$ cat src/rtl/control_sequencer.sv
// control_sequencer: multi-cycle Moore control unit for the TI170 datapath.
// Sequences fetch, operand load, execute and result store. Every memory access
// waits on a mem_ready handshake, and a stalled access times out into FAULT.
// All control outputs are registered, so each one reflects the current state only.

module control_sequencer #(
    parameter int OPC_W      = 8,
    parameter int ALU_SEL_W  = 4,
    parameter int WAIT_LIMIT = 15
) (
    input  logic                 clock,
    input  logic                 reset,
    input  logic [OPC_W-1:0]     IR,
    input  logic                 CCR_Result,
    input  logic                 mem_ready,
    output logic                 IR_Load,
    output logic                 MAR_Load,
    output logic                 MARR_Load,
    output logic                 PC_Load,
    output logic                 PC_Inc,
    output logic                 PR_Inc,
    output logic                 A_Load,
    output logic                 B_Load,
    output logic                 C_Load,
    output logic                 CCR_Load,
    output logic [ALU_SEL_W-1:0] ALU_Sel,
    output logic [1:0]           Bus1_Sel,
    output logic [1:0]           Bus2_Sel,
    output logic                 write,
    output logic                 halted,
    output logic                 fault
);

    localparam int CNT_W = (WAIT_LIMIT < 2) ? 1 : $clog2(WAIT_LIMIT + 1);

    // Opcodes are zero-extended to the IR width; nonzero upper bits are illegal.
    localparam logic [OPC_W-1:0] OP_INC  = OPC_W'(8'h01);
    localparam logic [OPC_W-1:0] OP_DEC  = OPC_W'(8'h02);
    localparam logic [OPC_W-1:0] OP_NOT  = OPC_W'(8'h03);
    localparam logic [OPC_W-1:0] OP_JMP  = OPC_W'(8'h04);
    localparam logic [OPC_W-1:0] OP_JC   = OPC_W'(8'h05);
    localparam logic [OPC_W-1:0] OP_HALT = OPC_W'(8'hFF);

    typedef enum logic [4:0] {
        IDLE, F0, F1, FW, F2, DEC,
        A0, A1, AW, A2, BI,
        B0, B1, BW, B2, JP,
        EX, ST0, SW, ST1,
        HALT, FAULT
    } state_t;

    typedef struct packed {
        logic                 irLoad;
        logic                 marLoad;
        logic                 marrLoad;
        logic                 pcLoad;
        logic                 pcInc;
        logic                 prInc;
        logic                 aLoad;
        logic                 bLoad;
        logic                 cLoad;
        logic                 ccrLoad;
        logic [ALU_SEL_W-1:0] aluSel;
        logic [1:0]           bus1Sel;
        logic [1:0]           bus2Sel;
        logic                 write;
        logic                 halted;
        logic                 fault;
    } ctrl_t;

    state_t             state_q, state_d;
    logic [CNT_W-1:0]   waitCnt_q, waitCnt_d;
    ctrl_t              ctrl_q, ctrl_d;

    state_t             waitNext;
    logic               inWait;
    logic               aluOp;
    logic [3:0]         aluCode;

    // Classify the opcode: the ALU ops that take the A-operand path, and their ALU select code.
    always_comb begin
        aluOp   = 1'b1;
        aluCode = 4'h0;
        case (IR)
            OPC_W'(8'h01): aluCode = 4'h0;
            OPC_W'(8'h02): aluCode = 4'h1;
            OPC_W'(8'h03): aluCode = 4'h8;
            OPC_W'(8'h10): aluCode = 4'h0;
            OPC_W'(8'h20): aluCode = 4'h1;
            OPC_W'(8'h30): aluCode = 4'h2;
            OPC_W'(8'h40): aluCode = 4'h3;
            OPC_W'(8'h50): aluCode = 4'h4;
            OPC_W'(8'h60): aluCode = 4'h6;
            OPC_W'(8'h70): aluCode = 4'h7;
            OPC_W'(8'h80): aluCode = 4'hA;
            OPC_W'(8'h90): aluCode = 4'hB;
            OPC_W'(8'hA0): aluCode = 4'hC;
            OPC_W'(8'hB0): aluCode = 4'hD;
            OPC_W'(8'hC0): aluCode = 4'h5;
            default:       aluOp   = 1'b0;
        endcase
    end

    // Next-state logic. Wait states name their exit target, and the shared
    // handshake/timeout handling after the case statement takes it from there.
    always_comb begin
        state_d   = state_q;
        waitCnt_d = waitCnt_q;
        waitNext  = state_q;
        inWait    = 1'b0;
        unique case (state_q)
            IDLE:  state_d = F0;
            F0:    state_d = F1;
            F1:    state_d = FW;
            FW:    begin inWait = 1'b1; waitNext = F2; end
            F2:    state_d = DEC;
            DEC: begin
                if (IR == OP_HALT)                   state_d = HALT;
                else if (IR == OP_JMP || IR == OP_JC) state_d = B0;
                else if (aluOp)                      state_d = A0;
                else                                 state_d = FAULT;
            end
            A0:    state_d = A1;
            A1:    state_d = AW;
            AW:    begin inWait = 1'b1; waitNext = A2; end
            A2: begin
                if (IR == OP_NOT)                      state_d = EX;
                else if (IR == OP_INC || IR == OP_DEC) state_d = BI;
                else                                   state_d = B0;
            end
            BI:    state_d = EX;
            B0:    state_d = B1;
            B1:    state_d = BW;
            BW:    begin inWait = 1'b1; waitNext = B2; end
            B2: begin
                if (IR == OP_JMP)     state_d = JP;
                else if (IR == OP_JC) state_d = CCR_Result ? JP : F0;
                else                  state_d = EX;
            end
            JP:    state_d = F0;
            EX:    state_d = ST0;
            ST0:   state_d = SW;
            SW:    begin inWait = 1'b1; waitNext = ST1; end
            ST1:   state_d = F0;
            HALT:  state_d = HALT;
            FAULT: state_d = FAULT;
            default: state_d = FAULT;
        endcase

        if (inWait) begin
            if (mem_ready) begin
                state_d   = waitNext;
                waitCnt_d = '0;
            end else if (WAIT_LIMIT != 0 && waitCnt_q == CNT_W'(WAIT_LIMIT - 1)) begin
                state_d   = FAULT;
                waitCnt_d = '0;
            end else if (WAIT_LIMIT != 0) begin
                waitCnt_d = waitCnt_q + CNT_W'(1);
            end
        end
    end

    // Decode the control word for the state being entered so it lines up with that state.
    always_comb begin
        ctrl_d = '0;
        unique case (state_d)
            F0, A0, B0: ctrl_d.marLoad = 1'b1;
            F1, A1, B1: ctrl_d.pcInc   = 1'b1;
            F2:    begin ctrl_d.irLoad = 1'b1; ctrl_d.bus2Sel = 2'b10; end
            A2:    begin ctrl_d.aLoad  = 1'b1; ctrl_d.bus2Sel = 2'b10; end
            B2:    begin ctrl_d.bLoad  = 1'b1; ctrl_d.bus2Sel = 2'b10; end
            BI:    begin ctrl_d.bLoad  = 1'b1; ctrl_d.bus2Sel = 2'b01; end
            JP:    begin ctrl_d.pcLoad = 1'b1; ctrl_d.bus1Sel = 2'b10; end
            EX: begin
                ctrl_d.cLoad   = 1'b1;
                ctrl_d.ccrLoad = 1'b1;
                ctrl_d.aluSel  = ALU_SEL_W'(aluCode);
            end
            ST0:   begin ctrl_d.marrLoad = 1'b1; ctrl_d.bus1Sel = 2'b11; end
            SW:    ctrl_d.write  = 1'b1;
            ST1:   ctrl_d.prInc  = 1'b1;
            HALT:  ctrl_d.halted = 1'b1;
            FAULT: ctrl_d.fault  = 1'b1;
            default: ctrl_d = '0;
        endcase
    end

    // State, wait counter and control word registers. Reset clears all of them at once, so write drops immediately.
    always_ff @(posedge clock or negedge reset) begin
        if (!reset) begin
            state_q   <= IDLE;
            waitCnt_q <= '0;
            ctrl_q    <= '0;
        end else begin
            state_q   <= state_d;
            waitCnt_q <= waitCnt_d;
            ctrl_q    <= ctrl_d;
        end
    end

    assign IR_Load   = ctrl_q.irLoad;
    assign MAR_Load  = ctrl_q.marLoad;
    assign MARR_Load = ctrl_q.marrLoad;
    assign PC_Load   = ctrl_q.pcLoad;
    assign PC_Inc    = ctrl_q.pcInc;
    assign PR_Inc    = ctrl_q.prInc;
    assign A_Load    = ctrl_q.aLoad;
    assign B_Load    = ctrl_q.bLoad;
    assign C_Load    = ctrl_q.cLoad;
    assign CCR_Load  = ctrl_q.ccrLoad;
    assign ALU_Sel   = ctrl_q.aluSel;
    assign Bus1_Sel  = ctrl_q.bus1Sel;
    assign Bus2_Sel  = ctrl_q.bus2Sel;
    assign write     = ctrl_q.write;
    assign halted    = ctrl_q.halted;
    assign fault     = ctrl_q.fault;

endmodule
$ cat config.mk
export PLATFORM = sky130hd
export DESIGN_NAME = control_sequencer
export DESIGN_NICKNAME = d
export VERILOG_FILES = /design/src/rtl/control_sequencer.sv
export SDC_FILE = /design/constraint.sdc
export NUM_CORES = 1
export LEC_CHECK = 0
export CAP_MARGIN = 30
export CORE_ASPECT_RATIO = 1.5
export CORE_MARGIN = 2
export CORE_UTILIZATION = 50
export CTS_BUF_LIST = sky130_fd_sc_hd__clkbuf_4
export CTS_CLUSTER_SIZE = 24
export DETAILED_ROUTE_END_ITERATION = 7
export PLACE_DENSITY = 0.79
export SLEW_MARGIN = 15
export SYNTH_ARGS = -nofsm -noshare
export SYNTH_HDL_FRONTEND = slang
export SYNTH_SLANG_ARGS = --single-unit
$ cat constraint.sdc
create_clock -name clock -period 2.3 [get_ports clock]
set_clock_uncertainty 0.2 [all_clocks]
set_input_delay 0.46 -clock clock [delete_from_list [all_inputs] [get_ports clock]]
set_output_delay 0.46 -clock clock [all_outputs]
set_load 0.05 [all_outputs]
---- After elaboration in Yosys (flattened, before gate mapping) ----
Cells that the tools add are included.
storage, ports and cells
  register bits ........................... 30
  input port bits ......................... 12
  output and inout port bits .............. 21
  logic and storage cells ................. 118
cells by class
  add/sub/neg operators ................... 1
  equality and inequality tests ........... 56
  mux-type cells .......................... 32
  reductions and logical operators ........ 11
operators by type and width
  kind                   count
  $pmux W5 S16           1
  $eq A5 B4 Y1 const B   14
  $eq A5 B5 Y1 const B   11
  $eq A8 B8 Y1 const B   6
  $pmux W4 S12           1
  $mux W5                9
  $eq A5 B3 Y1 const B   7
  $eq A8 B7 Y1 const B   4
  $pmux W5 S4            1
  $eq A8 B2 Y1 const B   2
  $eq A8 B3 Y1 const B   2
  $eq A8 B6 Y1 const B   2
  $eq A5 B2 Y1 const B   3
  $reduce_or A15 Y1      1
  $mux W1                14
  $mux W4                3
  $reduce_or A3 Y1       4
  $eq A5 B1 Y1 const B   2
  $eq A8 B1 Y1 const B   1
  $eq A8 B5 Y1 const B   1
  $pmux W2 S2            2
  $mux W6                1
  $logic_not A5 Y1       1
  $add A4 B1 Y4 const B  1
  other kinds (4)        6

---- Logic depth before layout (Yosys ltp) ----
Gate-level depths: netlist of run 1.
  word-level depth ........................ 13
  mapped depth ............................ 10
  mapped depth without buffers ............ 9

---- Least setup slack after synthesis of run 1 ----
Ideal clock, no wire load.
  kind .................................... input-to-reg
  from .................................... input port IR[5]
  to ...................................... register ctrl_q (netlist bit MAR_Load)
  library setup time ...................... 122 ps
  arrival time ............................ 2263 ps
  required time ........................... 1978 ps
  slack ................................... -285 ps
  stages on the path ...................... 8
  path buffers ............................ 1
  path through ............................ or4_4 > nor4_4 > nor2_1 > a2111o_1 > and2_4 > buf_6 > a32oi_1 > o21ai_1
RTL lines
  element                 RTL line  text
  start: declaration      13        input logic [OPC_W-1:0] IR,
  end signal: assignment  197       ctrl_q <= ctrl_d;
  end: declaration        73        ctrl_t ctrl_q, ctrl_d;

==> results of run 1 <==
==> flip-flops by register name (all words and copies together), names as in the netlist, 2 cells and up <==
| register | flops |
|---|---|
| state_q | 5 |
| Bus2_Sel | 2 |
| waitCnt_q | 4 |
| Bus1_Sel | 2 |
| ALU_Sel | 4 |
==> per-layer routing <==
metal / share of wire, % / routed length, um / track usage, %
met1: 33 / 2990 / 29.6
met2: 53 / 4700 / 60.7
met3: 6.0 / 537 / 3.98
met4: 7.9 / 701 / 17.1
met5: 0 / 0 / 0
==> worst reg2reg max path: stages, from the launching register on <==
cell and delay (ps):
dfrtp_2 520, buf_6 150, nand4bb_4 130, nor2_2 60
a211o_1 290, a2111o_1 520, a22oi_2 320, nand4_4 170
nor2_1 200
==> Yosys cell counts (all sizes together), types with 3 or more instances <==
library cell | instances | area share [%]
nand2 | 17 | 3.2
nand3 | 7 | 1.8
o21a | 3 | 1.1
nand2b | 6 | 1.9
a32oi | 3 | 1.3
o21ai | 15 | 3.8
nor3 | 12 | 3.3
and2 | 4 | 1.4
buf | 10 | 3.3
a21oi | 10 | 2.5
clkbuf | 8 | 1.5
a22oi | 4 | 1.8
or2 | 3 | 0.95
nor2b | 8 | 2.7
and3 | 4 | 1.3
inv | 9 | 1.7
nor2 | 19 | 3.6
nor4 | 9 | 4.2
dfrtp | 28 | 35
a31oi | 3 | 0.95
==> final cells by class <==
| type | count | area (um2) |
|---|---|---|
| clock inverter | 1 | 30.0 |
| multi-input combinational | 173 | 1550 |
| fill | 163 | 420 |
| clock buffer | 3 | 22.5 |
| sequential | 28 | 706 |
| timing repair buffer | 130 | 1070 |
| tap | 45 | 56.3 |
| inverter | 9 | 33.8 |
==> power by group <==
| group | switching (mW) | internal [mW] |
|---|---|---|
| sequential | 0 | 0.492 |
| combinational | 0.0744 | 0.0585 |
| clock | 0.155 | 0.177 |
| total | 0.230 | 0.728 |
==> repair_timing <==
action                                  in CTS  in global routing
endpoints found under the setup margin      16                 14
gates resized for setup                     58                 50
pin swaps                                   24                 19
cloned                                       1                  0
setup buffers                                6                  8
==> logic make-up after synthesis <==
kind of cell / count (synthesis) / synth area share, %
AO/OA/AOI/OAI: 64 / 23.8
flip-flops: 28 / 35.4
adder cells (fa/ha/maj): 2 / 1.26
XOR/XNOR: 2 / 0.885
AND/OR/NAND/NOR: 104 / 31.5
multiplexers: 1 / 0.569
buffers and inverters: 27 / 6.57
==> path summary, 6_finish.rpt <==
check	slack, ps	endpoint	startpoint	cells past startpoint
max	-320	ALU_Sel[0]$_DFF_PN0_	state_q[1]$_DFF_PN0_	8
min	300	A_Load$_DFF_PN0_	reset	2
max reg2reg	-320	ALU_Sel[0]$_DFF_PN0_	state_q[1]$_DFF_PN0_	8
min reg2reg	330	waitCnt_q[3]$_DFFE_PN0N_	waitCnt_q[3]$_DFFE_PN0N_	1
max in group asynchronous	1310	state_q[2]$_DFF_PN0_	reset	2
min in group clock	330	waitCnt_q[3]$_DFFE_PN0N_	waitCnt_q[3]$_DFFE_PN0N_	1
==> results.json, run 1 <==
{
  "maxCapViolCount": 0,
  "yosysSeqAreaShare_pct": 35.4,
  "p_leak_nw": 1.53,
  "die_h_um": 81.1,
  "ios": 33,
  "period_share_pct": 114,
  "insertion_delay_ps": 340,
  "dr.pass1.iters": 5,
  "final_nets": 359,
  "area_growth_pct": 75.2,
  "cts_root_buffer": "clkbuf_4",
  "drt.antenna.violating_nets": 0,
  "critPathTopFamily": "compound AO/OA/AOI/OAI gates",
  "overflow": 0,
  "ys.flop_type": "dfrtp_1",
  "start_util_pct": 50.9,
  "yosysWarningCount": 0,
  "fin_crit_ps": 2620,
  "setup_viol": 16,
  "final.setup.tns_ps": -3390,
  "vias_per_cell": 6.66,
  "hold_class": "in2async",
  "antenna_found_initial": 0,
  "synth_seq_cells": 28,
  "rsz0062_at_grt": "true",
  "cp.arrival_ps": 2690,
  "hold_buffers": 0,
  "fp.dieW_um": 55.4,
  "syn-num-nets": 242,
  "critPathRequiredTime_ps": 2370,
  "drive_gt1_share_pct": 50.6,
  "syn_inst": 228,
  "cts_tree": "yes",
  "dp_slack_ps": -862,
  "power.total_mw": 0.957,
  "endpoint_kind": "register",
  "worst_path_max_delay_cell": "dfrtp_2",
  "startpoint_type": "register",
  "worst_path_largest_cell_delay_ps": 520,
  "gp_congestion": 0.940,
  "placement.cell_area_um2": 2900,
  "finalHoldViolations": 0,
  "wl_per_cell_um": 22.9,
  "maxSlewHeadroom_pct": 64.5,
  "final_common_cell": "buf_4",
  "dieArea_um2": 4490,
  "grt_pass1_wl_mm": 10.9,
  "core_area_um2": 3890,
  "grt_use_total_pct": 30.4,
  "cp_max_fo": 7,
  "utilization_pct": 89.2,
  "peakVddDrop_v": 0.000536,
  "drt_iter0_drc": 180,
  "dp_hpwl_mm": 4.75,
  "status": "finished, violations left",
  "critPathBufInv": 1,
  "clock_path_buffers": 2,
  "synth_edf_count": 0,
  "diodes": 0,
  "finalWorstSetupSlack_ps": -324,
  "violations": "negative setup slack",
  "dp.cells": 372,
  "synth_cell_types": 68,
  "final_cells": 389,
  "rows": 28,
  "path_clk_slew_ps": 160,
  "critPathKind": "reg2reg",
  "synth.avg_cell_area_um2": 8.68,
  "cp_cell_sequence": "buf_6 > nand4bb_4 > nor2_2 > a211o_1 > a2111o_1 > a22oi_2 > nand4_4 > nor2_1",
  "stdcell_area_um2": 3470,
  "layout_common_cells": "buf_4, dfrtp_1, clkdlybuf4s50_1",
  "htreeDepth": 1,
  "timing.hold.ws_ps": 303,
  "io_buffers": 32,
  "slew_viol_final": 0,
  "drc": 0,
  "first_global_vias": 2429,
  "syn_area_um2": 1980,
  "grt_max_degree": 29,
  "cts-buffers-inserted": 3,
  "wl_mm": 8.92,
  "max_freq_ghz": 0.381,
  "routed-via-count": 2591,
  "powerDensity_nw_per_um2": 276,
  "clock-sinks": 28,
  "worst_slew_pin_slew_ps": 531,
  "async_flop_share_pct": 100
}
No activity file was read; power rests on OpenSTA's default activity.
==> inputs of run 2 (changes only) <==
--- a/config.mk
+++ b/config.mk
@@ -13,6 +13,7 @@
 export CTS_CLUSTER_SIZE = 24
 export DETAILED_ROUTE_END_ITERATION = 7
 export PLACE_DENSITY = 0.79
+export SETUP_SLACK_MARGIN = 0.2
 export SLEW_MARGIN = 15
 export SYNTH_ARGS = -nofsm -noshare
 export SYNTH_HDL_FRONTEND = slang
==> results.json, run 2 (synthesis results as in run 1) <==
{
  "fillers": 128,
  "finalWorstSetupSlack_ps": -395,
  "cts_root_buffer": "clkbuf_4",
  "diodes": 0,
  "p_switching_mw": 0.245,
  "regToRegStartpoint": "state_q[4]$_DFF_PN0_",
  "utilization_pct": 91.8,
  "crit_start": "state_q[4]$_DFF_PN0_",
  "first_global_vias": 2662,
  "start_util_pct": 50.9,
  "largest_register_ffs": 5,
  "intPower_mw": 0.727,
  "switching_share_pct": 25.2,
  "fin_crit_ps": 2700,
  "vias_per_cell": 7.07,
  "max_freq_ghz": 0.371,
  "grt_use_total_pct": 38.5,
  "grt_max_degree": 29,
  "dr.pass1.iters": 6,
  "routed-via-count": 2828,
  "cp_cell_sequence": "buf_4 > buf_4 > o21bai_1 > a22oi_2 > o2111ai_4 > buf_4 > buf_6 > a32oi_1 > o21ai_1",
  "hold_buffers": 0,
  "fp.dieW_um": 55.4,
  "wl_per_cell_um": 27.2,
  "status": "finished, violations left",
  "setup_viol": 18,
  "period_share_pct": 117,
  "top_register": "state_q",
  "clock_path_buffers": 2,
  "dp_hpwl_mm": 4.95,
  "maxSlewHeadroom_pct": 58.5,
  "rsz0062_at_grt": "true",
  "path_clk_slew_ps": 160,
  "drive_gt1_share_pct": 56.9,
  "peakVddDrop_v": 0.000483,
  "final_nets": 370,
  "die_h_um": 81.1,
  "p_clk_share_pct": 34.8,
  "timing.hold.ws_ps": 264,
  "dp_slack_ps": -881,
  "powerDensity_nw_per_um2": 272,
  "gp_congestion": 1.02,
  "wl_mm": 10.9,
  "slew_viol_final": 0,
  "p_leak_nw": 1.69,
  "finalHoldViolations": 0,
  "cpMostUsedCell": "buf_4",
  "p_comb_share_pct": 14.5,
  "critPathTopFamily": "compound AO/OA/AOI/OAI gates",
  "critPathKind": "reg2reg",
  "core_area_um2": 3890,
  "drc": 0,
  "overflow": 0,
  "cp_max_fo": 6,
  "critPathBufInv": 4,
  "power.total_mw": 0.971,
  "insertion_delay_ps": 350,
  "final_common_cell": "buf_4",
  "worst_path_largest_cell_delay_ps": 530,
  "startpoint_type": "register",
  "ios": 33,
  "violations": "negative setup slack",
  "cp.arrival_ps": 2740,
  "worst_path_max_delay_cell": "dfrtp_2",
  "cts_tree": "yes",
  "layout_common_cells": "buf_4, dfrtp_1, dlygate4sd2_1",
  "drt_iter0_drc": 305,
  "final.setup.tns_ps": -3630,
  "cts-buffers-inserted": 3,
  "worst_slew_pin_slew_ps": 614,
  "io_buffers": 32,
  "area_growth_pct": 80.4,
  "endpoint_kind": "register",
  "hold_class": "in2async",
  "clock-sinks": 28,
  "rows": 28,
  "dieArea_um2": 4490,
  "drt.antenna.violating_nets": 0,
  "maxCapViolCount": 0,
  "antenna_found_initial": 0,
  "grt_pass1_wl_mm": 13.4,
  "seqPwrFrac_pct": 50.7,
  "critPathRequiredTime_ps": 2340,
  "htreeDepth": 1
}
run 2: cell types whose count changed in the layout (fill, tap and decap cells not counted), moves of 3 or more:
cell / previous run / this run
clkdlybuf4s50_1: 23 / 2
inv_1: 8 / 5
dlygate4sd2_1: 2 / 23
buf_4: 85 / 94
o21ai_2: 0 / 3
nor2_4: 0 / 3
buf_6: 12 / 16
run 2: cell type report:
cell class / count / area [um2] / area share (%)
clock buffer: 3 / 22.5 / 0.631
clock inverter: 1 / 30.0 / 0.841
inverter: 9 / 36.3 / 1.02
multi-input combinational: 173 / 1580 / 44.1
sequential: 28 / 707 / 19.8
tap: 45 / 56.3 / 1.58
timing repair buffer: 141 / 1140 / 32.0
run 2: per-layer routing:
layer  track usage [%]  routed length [um]
met1              38.6                3250
met2              71.9                5220
met3              7.17                1040
met4              25.4                1370
met5                 0                   0
run 2: final timing paths:
kind | to | slack, ps | cells after the start
setup / recovery | MAR_Load$_DFF_PN0_ | -400 | 9
hold / removal | IR_Load$_DFF_PN0_ | 260 | 2
setup reg to reg | MAR_Load$_DFF_PN0_ | -400 | 9
hold reg to reg | waitCnt_q[3]$_DFFE_PN0N_ | 360 | 1
max in group asynchronous | state_q[3]$_DFF_PN0_ | 1350 | 2
min in group clock | waitCnt_q[3]$_DFFE_PN0N_ | 360 | 1
run 2: worst register-to-register path: stages, from the launching register on:
cell and delay [ps]:
dfrtp_2 530, buf_4 180, buf_4 150, o21bai_1 250, a22oi_2 350, o2111ai_4 280, buf_4 240, buf_6 120
a32oi_1 180, o21ai_1 110
run 2: per-stage QoR:
step	cell area, um2	instances
6_report	3570	400
5_1_grt	3570	400
4_1_cts	3340	388
3_5_place_dp	2830	363
3_3_place_gp	2830	363
2_1_floorplan	1980	228
run 2: power by group through the flow:
stage	Sequential (mW)	Clock (mW)	Combinational, mW
finish	0.493	0.338	0.141
global route	0.493	0.350	0.147
CTS	0.492	0.325	0.116
detailed placement	0.502	0	0.114
global placement	0.502	0	0.110
floorplan	0.502	0	0.0371
run 2: timing repair:
action                                  CTS  global route
buffers inserted                         21            12
resized for setup                       118            31
endpoints found under the setup margin   41            20
pin swaps                                38            17
==> inputs of run 3 (changes only) <==
--- a/config.mk
+++ b/config.mk
@@ -13,6 +13,7 @@
 export CTS_CLUSTER_SIZE = 24
 export DETAILED_ROUTE_END_ITERATION = 7
 export PLACE_DENSITY = 0.79
+export REMOVE_ABC_BUFFERS = 1
 export SETUP_SLACK_MARGIN = 0.2
 export SLEW_MARGIN = 15
 export SYNTH_ARGS = -nofsm -noshare
==> results.json, run 3 (synthesis results as in run 1) <==
{
  "io_buffers": 32,
  "maxCapViolCount": 0,
  "powerDensity_nw_per_um2": 282,
  "finalHoldViolations": 0,
  "fillers": 177,
  "violations": "negative setup slack",
  "worst_slew_pin_slew_ps": 565,
  "diodes": 0,
  "period_share_pct": 117,
  "peakVddDrop_v": 0.000724,
  "hold_class": "in2async",
  "die_h_um": 81.1,
  "critPathKind": "reg2reg",
  "final_nets": 353,
  "top_register": "state_q",
  "final_common_cell": "buf_4",
  "fin_crit_ps": 2690,
  "routed-via-count": 2518,
  "first_global_vias": 2432,
  "htreeDepth": 1,
  "placement.cell_area_um2": 2820,
  "crit_start": "state_q[4]$_DFF_PN0_",
  "grt_use_total_pct": 33.1,
  "wl_per_cell_um": 22.4,
  "cts_root_buffer": "clkbuf_4",
  "dr.pass1.iters": 5,
  "drive_gt1_share_pct": 53.6,
  "drt_iter0_drc": 186,
  "layout_common_cells": "buf_4, dfrtp_1, dlygate4sd2_1",
  "clock_path_buffers": 2,
  "cp-endpoint": "ALU_Sel[0]$_DFF_PN0_",
  "final.setup.tns_ps": -2640,
  "fp.dieW_um": 55.4,
  "dp_slack_ps": -903,
  "vias_per_cell": 6.57,
  "status": "finished, violations left",
  "finalWorstSetupSlack_ps": -385,
  "rows": 28,
  "maxSlewHeadroom_pct": 62.2,
  "overflow": 0,
  "dieArea_um2": 4490,
  "critPathRequiredTime_ps": 2370,
  "worstReg2RegEnd": "ALU_Sel[0]$_DFF_PN0_",
  "setup_viol": 14,
  "wl_mm": 8.59,
  "drt.antenna.violating_nets": 0,
  "insertion_delay_ps": 370,
  "core_area_um2": 3890,
  "ios": 33,
  "cts_tree": "yes",
  "timing.hold.ws_ps": 224,
  "path_clk_slew_ps": 190,
  "p_leak_nw": 1.59,
  "regToRegStartpoint": "state_q[4]$_DFF_PN0_",
  "clock-sinks": 28,
  "antenna_found_initial": 0,
  "endpoint_kind": "register",
  "area_growth_pct": 73.6,
  "start_util_pct": 50.9,
  "rr_worst_depth": 7,
  "gp_congestion": 0.936,
  "grt_pass1_wl_mm": 11.6,
  "max_freq_ghz": 0.372,
  "startpoint_type": "register",
  "rsz0062_at_grt": "true",
  "utilization_pct": 88.4,
  "cp_max_fo": 7,
  "dp_hpwl_mm": 4.42,
  "reg2reg_setup_slack_ps": -390,
  "cts-buffers-inserted": 3,
  "largest_register_ffs": 5,
  "drc": 0,
  "hold_buffers": 0,
  "stdcell_area_um2": 3440,
  "slew_viol_final": 0,
  "cp.arrival_ps": 2750,
  "grt_max_degree": 29
}
==> run 3: layout make-up <==
class / count / area [um2] / area share [%]
Clock inverter: 1 / 30.0 / 0.874
Multi-Input combinational cell: 173 / 1540 / 44.8
Clock buffer: 3 / 22.5 / 0.655
Timing Repair Buffer: 124 / 1040 / 30.4
Tap cell: 45 / 56.3 / 1.64
Sequential cell: 28 / 706 / 20.5
Inverter: 9 / 38.8 / 1.13
==> run 3: worst min path at each step <==
stage,from,cells after the start,to,slack (ps)
2_1_floorplan,reset,0,ALU_Sel[0]$_DFF_PN0_,-40
3_3_place_gp,waitCnt_q[3]$_DFFE_PN0N_,1,waitCnt_q[3]$_DFFE_PN0N_,290
3_5_place_dp,waitCnt_q[3]$_DFFE_PN0N_,1,waitCnt_q[3]$_DFFE_PN0N_,320
4_1_cts,reset,2,PR_Inc$_DFF_PN0_,280
5_1_grt,reset,2,ALU_Sel[0]$_DFF_PN0_,280
6_report,reset,2,ALU_Sel[0]$_DFF_PN0_,220
==> run 3: critical path: stages, from the launching register on <==
cell and delay (ps):
dfrtp_2 520, nand4bb_1 270, buf_4 180, o221a_4 300, a2111oi_4 360, a32o_2 320
nand4_4 150, nor2_1 300
==> run 3: power by group <==
| part | internal [mW] | switching (mW) | total, mW |
|---|---|---|---|
| registers | 0.493 | 0 | 0.493 |
| logic | 0.0569 | 0.0731 | 0.130 |
| clock network | 0.177 | 0.169 | 0.346 |
==> run 3: per-stage QoR <==
step | power (mW) | std cells
global route | 0.989 | 383
detailed placement | 0.611 | 360
CTS | 0.936 | 382
floorplan | 0.529 | 210
finish | 0.969 | 383
global placement | 0.608 | 360
==> run 3: metal layers <==
metal | track usage [%] | wire (um) | up-vias
met4 | 20.0 | 534 | 0
met5 | 0 | 0 | -
met1 | 36.1 | 2850 | 1211
met3 | 4.30 | 656 | 50
li1 | - | - | 1069
met2 | 60.8 | 4550 | 188
==> run 3: what timing repair did <==
| action | 4_1_cts | 5_1_grt |
|---|---|---|
| setup buffers | 18 | 1 |
| endpoints found under the hold margin | 0 | 0 |
| setup endpoints to repair | 44 | 20 |
| pin swaps | 35 | 6 |
| resized for setup | 124 | 26 |
